<file path="src/rtl/core_io_pkg.sv">
// Shared types and constants for the core character-output UART.
// Holds the UART FSM state enum and the 8N1 frame constants.
package core_io_pkg;

   typedef enum logic [1:0] {
      UART_IDLE,
      UART_START,
      UART_DATA,
      UART_STOP
   } uart_state_t;

   localparam int   UART_DATA_BITS  = 8;
   localparam logic UART_IDLE_LEVEL = 1'b1;

endpackage

</file>
<file path="src/rtl/core_out_uart_if.sv">
// Bundle between the core's character output port and the UART.
// master: core side (drives in_en/in_data); slave: UART (drives status + tx).
interface core_out_uart_if #(
   parameter int FIFO_DEPTH_LOG2 = 4
);
   import core_io_pkg::*;

   logic                        in_en;
   logic [UART_DATA_BITS-1:0]   in_data;
   logic                        tx;
   logic                        busy;
   logic                        overflow;
   logic [FIFO_DEPTH_LOG2:0]    fifo_count;

   modport master (
      output in_en, in_data,
      input  tx, busy, overflow, fifo_count
   );

   modport slave (
      input  in_en, in_data,
      output tx, busy, overflow, fifo_count
   );

endinterface

</file>
<file path="src/rtl/sync_fifo.sv">
// Single-clock FIFO; pushes are refused when full even if a pop shares the edge.
// Ports: clock, reset, push/push_data, pop/pop_data (show-ahead), count, full, empty.
module sync_fifo #(
   parameter int WIDTH      = 8,
   parameter int DEPTH_LOG2 = 4
) (
   input  logic                  clock,
   input  logic                  reset,
   input  logic                  push,
   input  logic [WIDTH-1:0]      push_data,
   input  logic                  pop,
   output logic [WIDTH-1:0]      pop_data,
   output logic [DEPTH_LOG2:0]   count,
   output logic                  full,
   output logic                  empty
);

   localparam int DEPTH = 1 << DEPTH_LOG2;
   localparam logic [DEPTH_LOG2:0] FULL_CNT = (DEPTH_LOG2 + 1)'(DEPTH);

   logic [WIDTH-1:0]      mem [DEPTH];
   logic [DEPTH_LOG2-1:0] wr_ptr;
   logic [DEPTH_LOG2-1:0] rd_ptr;
   logic                  do_push;
   logic                  do_pop;

   // full/empty come from the registered count, so a same-edge pop
   // never frees a slot for the incoming byte.
   assign full     = (count == FULL_CNT);
   assign empty    = (count == '0);
   assign do_push  = push && !full;
   assign do_pop   = pop && !empty;
   assign pop_data = mem[rd_ptr];

   always_ff @(posedge clock) begin
      if (reset) begin
         wr_ptr <= '0;
         rd_ptr <= '0;
         count  <= '0;
      end else begin
         if (do_push) wr_ptr <= wr_ptr + 1'b1;
         if (do_pop)  rd_ptr <= rd_ptr + 1'b1;
         case ({do_push, do_pop})
            2'b10:   count <= count + 1'b1;
            2'b01:   count <= count - 1'b1;
            default: count <= count;
         endcase
      end
   end

   always_ff @(posedge clock) begin
      if (do_push) mem[wr_ptr] <= push_data;
   end

endmodule

</file>
<file path="src/rtl/core_out_uart.sv">
// Buffers core output bytes and sends them as 8N1 UART frames, LSB first.
// Ports: clock, reset, bus (slave: in_en/in_data in; tx/busy/overflow/fifo_count out).
module core_out_uart
   import core_io_pkg::*;
#(
   parameter int CLOCK_DIV       = 16,
   parameter int FIFO_DEPTH_LOG2 = 4
) (
   input  logic           clock,
   input  logic           reset,
   core_out_uart_if.slave bus
);

   localparam int BW = $clog2(CLOCK_DIV);
   localparam int IW = $clog2(UART_DATA_BITS);
   localparam logic [BW-1:0] RELOAD   = BW'(CLOCK_DIV - 1);
   localparam logic [IW-1:0] LAST_IDX = IW'(UART_DATA_BITS - 1);

   uart_state_t               state_q, state_d;
   logic [UART_DATA_BITS-1:0] sr_q, sr_d;
   logic [BW-1:0]             bitcnt_q, bitcnt_d;
   logic [IW-1:0]             idx_q, idx_d;
   logic                      tx_q, tx_d;
   logic                      ovf_q;

   logic                      pop;
   logic [UART_DATA_BITS-1:0] head;
   logic [FIFO_DEPTH_LOG2:0]  count;
   logic                      full;
   logic                      empty;

   sync_fifo #(
      .WIDTH      (UART_DATA_BITS),
      .DEPTH_LOG2 (FIFO_DEPTH_LOG2)
   ) u_fifo (
      .clock     (clock),
      .reset     (reset),
      .push      (bus.in_en),
      .push_data (bus.in_data),
      .pop       (pop),
      .pop_data  (head),
      .count     (count),
      .full      (full),
      .empty     (empty)
   );

   always_ff @(posedge clock) begin
      if (reset) begin
         state_q  <= UART_IDLE;
         sr_q     <= '0;
         bitcnt_q <= '0;
         idx_q    <= '0;
         tx_q     <= UART_IDLE_LEVEL;
         ovf_q    <= 1'b0;
      end else begin
         state_q  <= state_d;
         sr_q     <= sr_d;
         bitcnt_q <= bitcnt_d;
         idx_q    <= idx_d;
         tx_q     <= tx_d;
         ovf_q    <= ovf_q | (bus.in_en & full);
      end
   end

   always_comb begin
      state_d  = state_q;
      sr_d     = sr_q;
      bitcnt_d = bitcnt_q;
      idx_d    = idx_q;
      tx_d     = tx_q;
      pop      = 1'b0;
      unique case (state_q)
         UART_IDLE: begin
            tx_d = UART_IDLE_LEVEL;
            if (!empty) begin
               pop      = 1'b1;
               sr_d     = head;
               tx_d     = ~UART_IDLE_LEVEL;
               bitcnt_d = RELOAD;
               state_d  = UART_START;
            end
         end
         UART_START: begin
            if (bitcnt_q == '0) begin
               tx_d     = sr_q[0];
               sr_d     = sr_q >> 1;
               idx_d    = '0;
               bitcnt_d = RELOAD;
               state_d  = UART_DATA;
            end else begin
               bitcnt_d = bitcnt_q - 1'b1;
            end
         end
         UART_DATA: begin
            if (bitcnt_q == '0) begin
               bitcnt_d = RELOAD;
               if (idx_q == LAST_IDX) begin
                  tx_d    = UART_IDLE_LEVEL;
                  state_d = UART_STOP;
               end else begin
                  tx_d  = sr_q[0];
                  sr_d  = sr_q >> 1;
                  idx_d = idx_q + 1'b1;
               end
            end else begin
               bitcnt_d = bitcnt_q - 1'b1;
            end
         end
         UART_STOP: begin
            if (bitcnt_q == '0) state_d = UART_IDLE;
            else bitcnt_d = bitcnt_q - 1'b1;
         end
         default: state_d = UART_IDLE;
      endcase
   end

   assign bus.tx         = tx_q;
   assign bus.busy       = (state_q != UART_IDLE) || !empty;
   assign bus.overflow   = ovf_q;
   assign bus.fifo_count = count;

endmodule
</file>
<file path="src/flat_wrapper.sv">
// flat-port wrapper written by rule: the top's interface ports become plain ports
module core_out_uart_flat import core_io_pkg::*;
#(
   parameter int CLOCK_DIV       = 16,
   parameter int FIFO_DEPTH_LOG2 = 4
)
  (clock, reset, bus_in_en, bus_in_data, bus_tx, bus_busy, bus_overflow, bus_fifo_count);
  core_out_uart_if #(.FIFO_DEPTH_LOG2(FIFO_DEPTH_LOG2)) bus_i ();
  input  logic clock;
  input  logic reset;
  input wire logic [$bits(bus_i.in_en)-1:0] bus_in_en;
  input wire logic [$bits(bus_i.in_data)-1:0] bus_in_data;
  output wire logic [$bits(bus_i.tx)-1:0] bus_tx;
  output wire logic [$bits(bus_i.busy)-1:0] bus_busy;
  output wire logic [$bits(bus_i.overflow)-1:0] bus_overflow;
  output wire logic [$bits(bus_i.fifo_count)-1:0] bus_fifo_count;
  assign bus_i.in_en = bus_in_en;
  assign bus_i.in_data = bus_in_data;
  assign bus_tx = bus_i.tx;
  assign bus_busy = bus_i.busy;
  assign bus_overflow = bus_i.overflow;
  assign bus_fifo_count = bus_i.fifo_count;
  core_out_uart #(.CLOCK_DIV(CLOCK_DIV), .FIFO_DEPTH_LOG2(FIFO_DEPTH_LOG2)) u_core (.clock(clock), .reset(reset), .bus(bus_i));
endmodule
</file>
<file path="config.mk">
export PLATFORM = sky130hd
export DESIGN_NAME = core_out_uart_flat
export DESIGN_NICKNAME = d
export VERILOG_FILES = /design/src/rtl/core_io_pkg.sv /design/src/rtl/core_out_uart_if.sv /design/src/rtl/sync_fifo.sv /design/src/rtl/core_out_uart.sv /design/src/flat_wrapper.sv
export SDC_FILE = /design/constraint.sdc
export NUM_CORES = 1
export LEC_CHECK = 0
export ABC_CLOCK_PERIOD_IN_PS = 4200
export BUFFER_PORTS_ARGS = -buffer_cell sky130_fd_sc_hd__buf_2
export CORE_ASPECT_RATIO = 1.5
export CORE_MARGIN = 3
export CORE_UTILIZATION = 35
export DETAILED_ROUTE_END_ITERATION = 8
export GPL_ROUTABILITY_DRIVEN = 0
export PLACE_DENSITY = 0.52
export SKIP_LAST_GASP = 1
export SLEW_MARGIN = 40
export SYNTH_ARGS = -nofsm -noshare
export SYNTH_HDL_FRONTEND = slang
export SYNTH_HIERARCHICAL = 1
export SYNTH_SLANG_ARGS = --single-unit
</file>
<file path="constraint.sdc">
create_clock -name clock -period 4.2 [get_ports clock]
set_input_delay 0.84 -clock clock [delete_from_list [all_inputs] [get_ports clock]]
set_output_delay 0.84 -clock clock [all_outputs]
set_load 0.1 [all_outputs]
</file>
# == Word-level counts from Yosys, hierarchy flattened ==
# Memory sizes are Yosys's and may differ from the RTL's. A register that Yosys moved wholly into a read port is not among the register bits.
# Cells that the tools add are included.
# totals
n_memories,1
ram_bits,128
word_cells,81
regBits,32
output_inout_bits,8
# mem_list
memory,depth,width,read_ports,rd_ports_with_merged_regs,wr,line,rtl
u_core.u_fifo.mem,16,8,1,1,1,sync_fifo.sv:21,logic [WIDTH-1:0] mem [DEPTH];
# classes
addsub,6
mux,31
n_eq_ne,14
n_reduce_logical,18
bitwise_logic,2
# op_table
cell,n
2-to-1 mux 8 bit,4
one-hot mux 8 bit (3 select lines),1
2-to-1 mux 4 bit,5
one-hot mux 4 bit (3 select lines),1
2-to-1 mux 2 bit,5
one-hot mux 5 bit (2 select lines),1
AND reduction 5 bit,2
2-to-1 mux 3 bit,3
"adder 4 x 1 -> 4 bit, second input constant",2
2-to-1 mux 1 bit,8
"inequality test 2 x 1 -> 1 bit, second input constant",4
one-hot mux 2 bit (4 select lines),1
"== test 2 bit, second input constant",3
"inequality test 2 bit, second input constant",3
one-hot mux 3 bit (2 select lines),1
nonzero test 2 bit,3
"adder 5 x 1 -> 5 bit, second input constant",1
"== test 5 bit, second input constant",1
logical NOT 5 bit,1
"subtractor 5 x 1 -> 5 bit, second input constant",1
"== test 2 x 1 -> 1 bit, second input constant",2
logical NOT 4 bit,1
AND reduction 4 bit,1
"subtractor 4 x 1 -> 4 bit, second input constant",1
13 further kinds,15

# == Longest topological paths before layout ==
# Gate-level depths: netlist of run 1.
# depth
depth_word,6
ltp_mapped,14
depth_no_buf,11

# == Cells and area by module ==
# Netlist of run 1, hierarchy kept.
# modules_own_cells
mod,seq_area_each_um2,area_each_um2,instances,cells_each
sync_fifo,4184.0,5974.5,1,305
core_out_uart,380.4,1107.3,1,121

# == Least setup slack after synthesis of run 1 ==
# Ideal clock, no wire load.
# synth_timing
kind,reg-to-reg
startpoint,reg u_core.u_fifo.count[2]
endpoint,reg u_core.u_fifo.count[2]
setup_ns,0.071
stages_incl_launch_ff,15
arrival_time_ns,3.611
slack_ns,0.518
synth_period_minus_slack_ns,3.682
path_buffers,3
path_cell_list,dfxtp_1 -> buf_2 -> or4_1 -> buf_2 -> nor2_1 -> nor2b_1 -> o21ai_4 -> inv_1 -> ha_1 -> clkbuf_1 -> xor2_1 -> ha_1 -> o21a_1 -> or4_1 -> a21oi_1
# synth_via
elab_chain_cells,6
elab_cells_between_ends,14
cone_classes,add/sub: 2; eq/ne: 3; mux: 3; reduce/logical: 6
# synth_rtl
item,line,rtl
start: declaration,sync_fifo.sv:13,"output logic [DEPTH_LOG2:0] count,"
start signal: assignment,sync_fifo.sv:44,2'b10: count <= count + 1'b1;
start signal: assignment,sync_fifo.sv:45,2'b01: count <= count - 1'b1;
start signal: assignment,sync_fifo.sv:46,default: count <= count;
logical NOT 5 bit (*),sync_fifo.sv:30,assign empty = (count == '0);
net u_core.empty,core_out_uart.sv:30,logic empty;
2-to-1 mux 1 bit (*),core_out_uart.sv:75,if (!empty) begin
2-to-1 mux 1 bit (*),core_out_uart.sv:72,unique case (state_q)
net u_core.pop,core_out_uart.sv:26,logic pop;
logical AND 1 bit (*),sync_fifo.sv:32,assign do_pop = pop && !empty;
net u_core.u_fifo.do_pop,sync_fifo.sv:25,logic do_pop;
== test 2 x 1 -> 1 bit / == test 2 bit (equally long branches),sync_fifo.sv:43,"case ({do_push, do_pop})"
one-hot mux 5 bit (2 select lines) / nonzero test 2 bit (equally long branches),n/a,
# Mark *: on every way through the listed nets, which the timed path passes. The rest lies on a longest branch.
# A chain may end at the register's enable or synchronous reset.

# == Worst setup path in the final report of run 1 ==
# layout_timing
startpoint,reg u_core.u_fifo.count[0]
endpoint,reg u_core.u_fifo.count[2]
# The elaborated chain is that of the path after synthesis.

==> flow_metrics.tcl, run 1 <==
set metrics [dict create \
    finalHoldViolations 0 \
    ys_async_sr_fraction_pct 0 \
    finalSetupTns_ns 0 \
    die-width_microns 122 \
    core_area_sq_um 19900 \
    synth_nets 454 \
    synth_cells 426 \
    clock_path_buffers 2 \
    setup_violations 0 \
    r2r_cells 11 \
    ctsHtreeMaxLevel 4 \
    min_path_type "reg -> reg" \
    reg2reg_from "u_core/u_fifo/count[0]$_SDFFE_PP0P_" \
    wirelength_mm 13.4 \
    holdWs_ns 0.477 \
    start_util_pct 35.7 \
    critPathMaxStageDelay_ns 0.71 \
    final_nets 469 \
    post-route-util_pct 40.3 \
    slowest_stage "or4_1" \
    finalCritPeriodShare_pct 78.9 \
    post-cts-setup-buffer-count 0 \
    path_cells "or4_1 -> nor2_1 -> nor2b_1 -> o21ai_4 -> inv_1 -> ha_1 -> xor2_1 -> ha_1 -> o21a_1 -> or4_1 -> a21oi_1" \
    synth_ff_type "edfxtp_1" \
    cp_max_fo 12 \
    dieArea_sq_um 22000 \
    slew_headroom_pct 43.8 \
    grt_pass1_vias 3931 \
    preCtsSetupSlack_ns 0.901 \
    diodes 0 \
    grt_pass1_wl_mm 21.7 \
    end_kind "flop" \
    drc_errors 0 \
    postCtsHoldBufs 0 \
    root_buffer "clkbuf_16" \
    yosysUniqueCellTypes 61 \
    slew_viol_final 0 \
    numCtsBuffers 17 \
    power-per-cell-area_nw_per_um2 637 \
    grt_max_degree 39 \
    post_cts_resized 0 \
    cp.required_ns 4.55 \
    hold_end "u_core/idx_q[1]$_SDFFE_PP0P_" \
    synth_edf_count 128 \
    layout-drive-gt1-share_pct 20.0 \
    rsz0062_at_grt "no" \
    maxCapViolations 0 \
    fin_area_sq_um 8000 \
    clock-sinks 164 \
    dpl_cell_area_sq_um 7400 \
    min_period_ns 3.31 \
    cts_tree "built" \
    rows 63 \
    ys_ff_latch 164 \
    antenna_found_initial 0 \
    viasPerCell 5.22 \
    timing.rr.end "u_core/u_fifo/count[2]$_SDFFE_PP0P_" \
    fin_skew_ns 0.00636 \
    peakVddDrop_mv 0.303 \
    path_delay_family "simple AND/OR/NAND/NOR gates" \
    critPathBufInv 1 \
    run_status "finished clean" \
    syn2layout_area_growth_pct 12.9 \
    first_pass_iters 4 \
    grt_usage_pct 13.0 \
    clk_pin_slew_ns 0.07 \
    critPathKind "reg -> reg" \
    fillers 1848 \
    vias 3728 \
    dieHeight_microns 180 \
    timing.reg2reg.setup_slack_ns 0.89 \
    p_leak_nw 2.69 \
    worst_pin_slew_ns 0.840 \
    port_buffers 18 \
    hpwl_mm 9.13 \
    hold_path_startpoint "u_core/idx_q[1]$_SDFFE_PP0P_" \
    drtIter0Drc 272 \
    insertion_delay_ns 0.43 \
    layout_setup_ws_ns 0.886 \
    yosysWarnings 6 \
    syn_avg_cell_area_sq_um 16.6 \
    arrival_ns 3.67 \
    fmax_mhz 302 \
    ios 19 \
    antenna_left 0 \
    wire_per_inst_microns 18.8 \
    synth.cell_area_sq_um 7080 \
    min_path_cells 2 \
    worstSetupStartpointType "flop" \
    yosysSeqAreaShare_pct 64.5 \
    gr-total-overflow 0 \
]
## cell usage after synthesis, types with 2 or more instances
cell type  count  area, sq um
nor3_1        13         65.1
inv_1         16         60.1
a21oi_1        5         25.0
nand4b_1       2         17.5
xnor2_1        2         17.5
buf_6          3         33.8
buf_2          4         20.0
clkbuf_1       9         33.8
nor2_2         2         12.5
mux4_1        28          736
or4_1          3         22.5
edfxtp_1     128         3840
buf_1          4         15.0
mux2i_1       12          120
mux4_2        12          270
ha_1          17          213
o211ai_1       3         22.5
dfxtp_1       36          721
o21ai_0        2         10.0
a211oi_1       9         67.6
a211oi_2       2         25.0
o22ai_1        2         12.5
nor2b_1        2         12.5
o32ai_1        2         17.5
a31oi_1        2         12.5
nand3b_1       3         22.5
nand2b_1       4         25.0
xor2_1         8         70.1
nand2_1       13         48.8
nor2_1        43          161
o21a_1         4         30.0
a22oi_1        2         15.0
## state kept, by name, indices dropped and copies added, names as in the netlist, named ones only
| register | flops |
|---|---|
| u_core/u_fifo/wr_ptr | 4 |
| u_core/sr_q | 8 |
| u_core/u_fifo/count | 5 |
| u_core/u_fifo/mem | 128 |
| u_core/bus.tx | 1 |
| u_core/u_fifo/rd_ptr | 4 |
| u_core/state_q | 2 |
| u_core/idx_q | 3 |
| u_core/bus.overflow | 1 |
| u_core/bitcnt_q | 4 |
## metal layers
layer | share of wire, % | vias up | track usage (%)
li1 | - | 1715 | -
met1 | 40 | 1933 | 14.8
met2 | 56 | 67 | 23.4
met3 | 2.7 | 13 | 3.42
met4 | 1.3 | 0 | 4.30
met5 | 0 | - | 0
## layout make-up
cell class / instances / area, sq um / share of cell area (%)
Clock inverter: 15 / 154 / 1.92
Tap cell: 260 / 325 / 4.07
Sequential cell: 164 / 4570 / 57.2
Clock buffer: 17 / 425 / 5.32
Multi-Input combinational cell: 221 / 2350 / 29.4
Inverter: 17 / 65.1 / 0.814
Timing Repair Buffer: 20 / 105 / 1.31
## stage by stage
stage	cells	power (mW)
finish	714	5.09
global route	714	5.37
CTS	714	5.15
detailed placement	682	3.62
global placement	682	3.57
floorplan	426	3.37
## placed cells by master, fill, tap and decap left out, types with 2 or more instances in the layout
cell type	count
o211ai_1	3
a21oi_1	5
nand2b_1	4
nor2_1	35
dfxtp_1	34
edfxtp_1	128
o21a_1	4
a211oi_1	9
a31oi_1	2
or4_1	3
dfxtp_4	2
clkbuf_16	17
inv_8	6
nand2_1	13
nor3_4	2
nor2_2	10
buf_2	18
inv_1	16
o21ai_0	2
mux4_2	12
nand3b_1	3
nor2b_1	2
a211oi_2	2
nand4b_1	2
nor3_1	10
o32ai_1	2
xnor2_1	2
a22oi_1	2
mux2i_1	12
ha_1	17
mux4_1	28
o22ai_1	2
buf_4	2
clkinv_4	3
xor2_1	8
inv_6	5
## worst reg2reg max path, cell delays in order, from the launching register on
cell and delay, ns:
dfxtp_1 0.37, or4_1 0.71, nor2_1 0.27, nor2b_1 0.17, o21ai_4 0.13, inv_1 0.07, ha_1 0.33, xor2_1 0.20
ha_1 0.24, o21a_1 0.20, or4_1 0.39, a21oi_1 0.16
## power by group
group          switching, mW  internal, mW
sequential             0.142          1.88
clock                  0.719         0.797
combinational          0.990         0.566
total                   1.85          3.24
## logic make-up after synthesis
group	after synthesis	synth area share [%]
adder cells (fa/ha/maj)	17	3.00
XOR/XNOR	10	1.24
multiplexers	53	16.1
AO/OA/AOI/OAI	49	5.81
buffers and inverters	41	3.04
AND/OR/NAND/NOR	92	6.40
flip-flops	164	64.5
## how the worst max path moves through the flow
stage	start	to	slack, ns	cells after the start
floorplan	u_core/u_fifo/count[2]$_SDFFE_PP0P_	u_core/u_fifo/count[2]$_SDFFE_PP0P_	0.52	14
global placement	u_core/u_fifo/count[0]$_SDFFE_PP0P_	u_core/u_fifo/count[2]$_SDFFE_PP0P_	1.01	11
detailed placement	u_core/u_fifo/count[0]$_SDFFE_PP0P_	u_core/u_fifo/count[2]$_SDFFE_PP0P_	0.90	11
CTS	u_core/u_fifo/count[0]$_SDFFE_PP0P_	u_core/u_fifo/count[2]$_SDFFE_PP0P_	0.88	11
global route	u_core/u_fifo/count[1]$_SDFFE_PP0P_	u_core/u_fifo/count[2]$_SDFFE_PP0P_	0.69	11
finish	u_core/u_fifo/count[0]$_SDFFE_PP0P_	u_core/u_fifo/count[2]$_SDFFE_PP0P_	0.89	11
(Power assumes the default switching activity.)
==> run 2, diff against run 1 <==
--- a/config.mk
+++ b/config.mk
@@ -5,14 +5,14 @@
 export SDC_FILE = /design/constraint.sdc
 export NUM_CORES = 1
 export LEC_CHECK = 0
-export ABC_CLOCK_PERIOD_IN_PS = 4200
+export ABC_CLOCK_PERIOD_IN_PS = 2900
 export BUFFER_PORTS_ARGS = -buffer_cell sky130_fd_sc_hd__buf_2
 export CORE_ASPECT_RATIO = 1.5
 export CORE_MARGIN = 3
 export CORE_UTILIZATION = 35
 export DETAILED_ROUTE_END_ITERATION = 8
 export GPL_ROUTABILITY_DRIVEN = 0
-export PLACE_DENSITY = 0.52
+export PLACE_DENSITY = 0.54
 export SKIP_LAST_GASP = 1
 export SLEW_MARGIN = 40
 export SYNTH_ARGS = -nofsm -noshare
==> constraint.sdc (replaced) <==
create_clock -name clock -period 2.9 [get_ports clock]
set_input_delay 0.58 -clock clock [delete_from_list [all_inputs] [get_ports clock]]
set_output_delay 0.58 -clock clock [all_outputs]
set_load 0.1 [all_outputs]
==> flow_metrics.tcl, run 2 (synthesis gave the netlist of run 1 again) <==
set metrics [dict create \
    wirelength_mm 13.8 \
    grt_max_degree 33 \
    reg2reg_from "u_core/u_fifo/count[3]$_SDFFE_PP0P_" \
    timing.rr.end "u_core/u_fifo/count[2]$_SDFFE_PP0P_" \
    antenna_found_initial 0 \
    postCtsHoldBufs 0 \
    drtIter0Drc 231 \
    holdWs_ns 0.476 \
    min_period_ns 2.70 \
    fin_area_sq_um 8190 \
    seqPwrFrac_pct 38.2 \
    run_status "finished clean" \
    grt_pass1_wl_mm 22.1 \
    root_buffer "clkbuf_16" \
    setup_violations 0 \
    finalCritPeriodShare_pct 93.2 \
    layout-drive-gt1-share_pct 23.0 \
    worstSetupPathDepth 11 \
    final_nets 489 \
    crit_end "u_core/u_fifo/count[2]$_SDFFE_PP0P_" \
    critPathBufInv 1 \
    p_leak_nw 2.82 \
    cp.required_ns 3.25 \
    rows 63 \
    slew_viol_final 0 \
    grt_usage_pct 13.4 \
    start_util_pct 35.7 \
    peakVddDrop_mv 0.473 \
    dieHeight_microns 180 \
    path_cells "or4_4 -> nor2_4 -> nor2b_2 -> o21ai_4 -> inv_1 -> ha_2 -> xor2_1 -> ha_2 -> o21a_1 -> or4_1 -> a21oi_1" \
    finalHoldViolations 0 \
    cp_max_fo 5 \
    die-width_microns 122 \
    arrival_ns 3.05 \
    core_area_sq_um 19900 \
    first_pass_iters 4 \
    worst_pin_slew_ns 0.698 \
    dpl_cell_area_sq_um 7570 \
    critPathMaxStageDelay_ns 0.61 \
    diodes 0 \
    largest_reg_flops 128 \
    slew_headroom_pct 53.5 \
    power_frac_clock_pct 30.3 \
    swShare_pct 35.0 \
    ios 19 \
    clock_path_buffers 2 \
    wire_per_inst_microns 18.7 \
    dieArea_sq_um 22000 \
    p_comb_share_pct 31.5 \
    cp-startpoint "u_core/u_fifo/count[3]$_SDFFE_PP0P_" \
    path_delay_family "simple AND/OR/NAND/NOR gates" \
    viasPerCell 5.15 \
    top_register "u_core/u_fifo/mem" \
    syn2layout_area_growth_pct 15.7 \
    min_path_type "reg -> reg" \
    crit_top_cell "ha_2" \
    p_int_mw 4.94 \
    grt_pass1_vias 3951 \
    layout_commonest_cell "edfxtp_1" \
    fin_skew_ns 0.0130 \
    power_mw 7.60 \
    insertion_delay_ns 0.43 \
    slowest_stage "or4_4" \
    gr-total-overflow 0 \
    p_switching_mw 2.66 \
    clk_pin_slew_ns 0.07 \
    cts_tree "built" \
    top_regs "u_core/u_fifo/mem (128), u_core/sr_q (8), u_core/u_fifo/count (5)" \
    clock-sinks 164 \
    port_buffers 18 \
    r2r_cells 11 \
    fmax_mhz 370 \
    vias 3779 \
    timing.reg2reg.setup_slack_ns 0.20 \
    end_kind "flop" \
    maxCapViolations 0 \
    post-route-util_pct 41.2 \
    numCtsBuffers 17 \
    power-per-cell-area_nw_per_um2 928 \
    hpwl_mm 9.44 \
    antenna_left 0 \
    rsz0062_at_grt "no" \
    post_cts_resized 0 \
    critPathKind "reg -> reg" \
    ctsHtreeMaxLevel 4 \
    post-cts-setup-buffer-count 0 \
    layout_common_cells "edfxtp_1, nor2_1, dfxtp_1" \
    worstSetupStartpointType "flop" \
    drc_errors 0 \
]
run 2: cell count changes in the layout (fill, tap and decap cells not counted), sizes merged:
cell    change
bufinv      +2
clkinv      +3
buf        +20
inv         -5
run 2: metrics by stage:
stage          cells  setup slack (ns)  setup TNS (ns)
6_report         734             0.197               0
5_1_grt          734            0.0628               0
4_1_cts          734            0.0456               0
3_5_place_dp     702            0.0634               0
3_3_place_gp     702             0.118               0
2_1_floorplan    426           -0.0237         -0.0237
run 2: worst min path at each step:
stage,end,start,depth (start not counted)
after global placement,u_core/bus.overflow$_SDFF_PP0_,u_core/bus.overflow$_SDFF_PP0_,2
after global routing,u_core/sr_q[7]$_SDFFE_PP0P_,u_core/sr_q[7]$_SDFFE_PP0P_,2
after CTS,u_core/bus.overflow$_SDFF_PP0_,u_core/bus.overflow$_SDFF_PP0_,2
after detailed placement,u_core/bus.overflow$_SDFF_PP0_,u_core/bus.overflow$_SDFF_PP0_,2
final,u_core/bus.overflow$_SDFF_PP0_,u_core/bus.overflow$_SDFF_PP0_,2
after floorplan,u_core/sr_q[7]$_SDFFE_PP0P_,u_core/sr_q[7]$_SDFFE_PP0P_,2
run 2: per-layer routing:
metal  up-vias  global-route usage, %  part of all wire, %  wire length, microns
li1       1758                      -                    -                     -
met1      1957                   15.0                   40                  5510
met2        49                   24.6                   56                  7730
met3        15                   2.95                  2.4                   330
met4         0                   4.71                  1.3                   184
met5         -                      0                    0                     0
run 2: worst min-delay path, stage by stage, from the launching register on:
cell	delay, ns
dfxtp_1	0.33
a21oi_1	0.04
nor2_1	0.07
run 2: power groups by stage:
| stage | Combinational (mW) | Clock (mW) | Sequential, mW |
|---|---|---|---|
| floorplan | 1.83 | 0 | 3.14 |
| global placement | 2.33 | 0 | 2.94 |
| detailed placement | 2.40 | 0 | 2.95 |
| CTS | 2.41 | 2.36 | 2.90 |
| global route | 2.63 | 2.46 | 2.92 |
| finish | 2.40 | 2.31 | 2.90 |
run 2: area by class of cell:
type	instances	area (sq um)
fill	1815	11700
sequential	164	4580
multi-input combinational	221	2320
clock buffer	17	425
tap	260	325
timing repair buffer	40	280
clock inverter	15	194
inverter	17	65.1
==> run 3, diff against run 2 <==
--- a/config.mk
+++ b/config.mk
@@ -9,10 +9,11 @@
 export BUFFER_PORTS_ARGS = -buffer_cell sky130_fd_sc_hd__buf_2
 export CORE_ASPECT_RATIO = 1.5
 export CORE_MARGIN = 3
-export CORE_UTILIZATION = 35
+export CORE_UTILIZATION = 31
 export DETAILED_ROUTE_END_ITERATION = 8
 export GPL_ROUTABILITY_DRIVEN = 0
-export PLACE_DENSITY = 0.54
+export PLACE_DENSITY = 0.49
+export SETUP_SLACK_MARGIN = 0.3
 export SKIP_LAST_GASP = 1
 export SLEW_MARGIN = 40
 export SYNTH_ARGS = -nofsm -noshare
==> flow_metrics.tcl, run 3 (synthesis gave the netlist of run 1 again) <==
set metrics [dict create \
    cp_max_fo 6 \
    largest_reg_flops 128 \
    drc_errors 0 \
    preCtsSetupSlack_ns 0.206 \
    top_register "u_core/u_fifo/mem" \
    run_status "finished clean" \
    min_path_cells 2 \
    ctsHtreeMaxLevel 4 \
    ios 19 \
    power-per-cell-area_nw_per_um2 933 \
    cp.required_ns 3.24 \
    finalCritPeriodShare_pct 88.6 \
    maxCapViolations 0 \
    postCtsHoldBufs 0 \
    dieArea_sq_um 24700 \
    first_pass_iters 4 \
    viasPerCell 4.94 \
    fmax_mhz 389 \
    antenna_left 0 \
    slew_headroom_pct 51.3 \
    r2r_cells 10 \
    holdWs_ns 0.473 \
    min_period_ns 2.57 \
    fin_skew_ns 0.00906 \
    final_nets 495 \
    min_path_type "reg -> reg" \
    dieHeight_microns 191 \
    diodes 0 \
    wirelength_mm 14.0 \
    antenna_found_initial 0 \
    arrival_ns 2.91 \
    clk_pin_slew_ns 0.06 \
    top_regs "u_core/u_fifo/mem (128), u_core/sr_q (8), u_core/u_fifo/count (5)" \
    vias 3737 \
    wire_per_inst_microns 18.5 \
    clock_path_buffers 2 \
    grt_usage_pct 12.0 \
    p_leak_nw 2.83 \
    syn2layout_area_growth_pct 16.4 \
    setup_violations 0 \
    slew_viol_final 0 \
    rows 67 \
    cts_tree "built" \
    grt_pass1_vias 4004 \
    numCtsBuffers 17 \
    end_kind "flop" \
    start_util_pct 31.6 \
    insertion_delay_ns 0.42 \
    core_area_sq_um 22400 \
    rsz0062_at_grt "yes" \
    peakVddDrop_mv 0.538 \
    drtIter0Drc 194 \
    port_buffers 18 \
    layout-drive-gt1-share_pct 24.0 \
    die-width_microns 129 \
    clock-sinks 164 \
    hpwl_mm 9.49 \
    root_buffer "clkbuf_16" \
    layout_commonest_cell "edfxtp_1" \
    finalHoldViolations 0 \
    critPathKind "reg -> reg" \
    grt_max_degree 39 \
    grt_pass1_wl_mm 22.2 \
    worst_pin_slew_ns 0.730 \
    layout_setup_ws_ns 0.330 \
    gr-total-overflow 0 \
    worstSetupStartpointType "flop" \
    layout_common_cells "edfxtp_1, nor2_1, dfxtp_1" \
]
==> run 3: critical path, stage by stage (launching register included) <==
cell and delay [ns]:
dfxtp_4 0.34, or4_4 0.58, buf_6 0.15, o21a_4 0.21
clkinv_2 0.08, ha_4 0.13, xor2_1 0.14, ha_2 0.21
nor3_1 0.06, or4_1 0.46, a21oi_1 0.12
==> run 3: where the power goes <==
part / internal, mW / total (mW) / switching, mW / leakage [nW]
clock: 1.28 / 2.20 / 0.926 / 0.280
combinational: 1.06 / 2.60 / 1.55 / 1.09
sequential: 2.74 / 2.88 / 0.144 / 1.46
total: 5.07 / 7.69 / 2.62 / 2.83
==> run 3: layout make-up <==
type	instances	area, sq um
Clock inverter	15	154
Sequential cell	164	4580
Tap cell	276	345
Inverter	17	65.1
Timing Repair Buffer	46	323
Clock buffer	17	425
Fill cell	2069	14100
Multi-Input combinational cell	221	2340
==> run 3: final timing paths <==
kind                                                          start                                  end  slack, ns
worst max-delay path            u_core/u_fifo/count[0]$_SDFFE_PP0P_  u_core/u_fifo/count[2]$_SDFFE_PP0P_       0.33
worst min-delay path                 u_core/bus.overflow$_SDFF_PP0_       u_core/bus.overflow$_SDFF_PP0_       0.47
worst max register to register  u_core/u_fifo/count[0]$_SDFFE_PP0P_  u_core/u_fifo/count[2]$_SDFFE_PP0P_       0.33
worst min register to register       u_core/bus.overflow$_SDFF_PP0_       u_core/bus.overflow$_SDFF_PP0_       0.47
==> run 3: through the flow <==
stage | utilization (%) | setup TNS [ns] | total power, mW | area (sq um) | instances
6_report | 36.8 | 0 | 7.69 | 8240 | 756
5_1_grt | 36.8 | 0 | 8.11 | 8240 | 756
4_1_cts | 36.7 | 0 | 7.75 | 8230 | 754
3_5_place_dp | 33.8 | 0 | 5.36 | 7570 | 715
3_3_place_gp | 33.8 | 0 | 5.31 | 7570 | 715
2_1_floorplan | - | -0.0234 | 5.04 | 7160 | 426
==> run 3: repair_timing <==
| action | CTS | global route |
|---|---|---|
| hold endpoints to repair | 0 | 0 |
| resized for setup | 5 | 0 |
| pin swaps | 6 | 3 |
| setup endpoints to repair | 4 | 2 |
| setup buffers | 7 | 2 |
==> run 3: routing by layer <==
metal | up-vias | global-route usage, % | routed length [microns]
met1 | 1927 | 13.4 | 5700
met4 | 0 | 4.28 | 162
met3 | 7 | 2.68 | 272
met5 | - | 0 | 0
met2 | 39 | 22.2 | 7840
li1 | 1764 | - | -
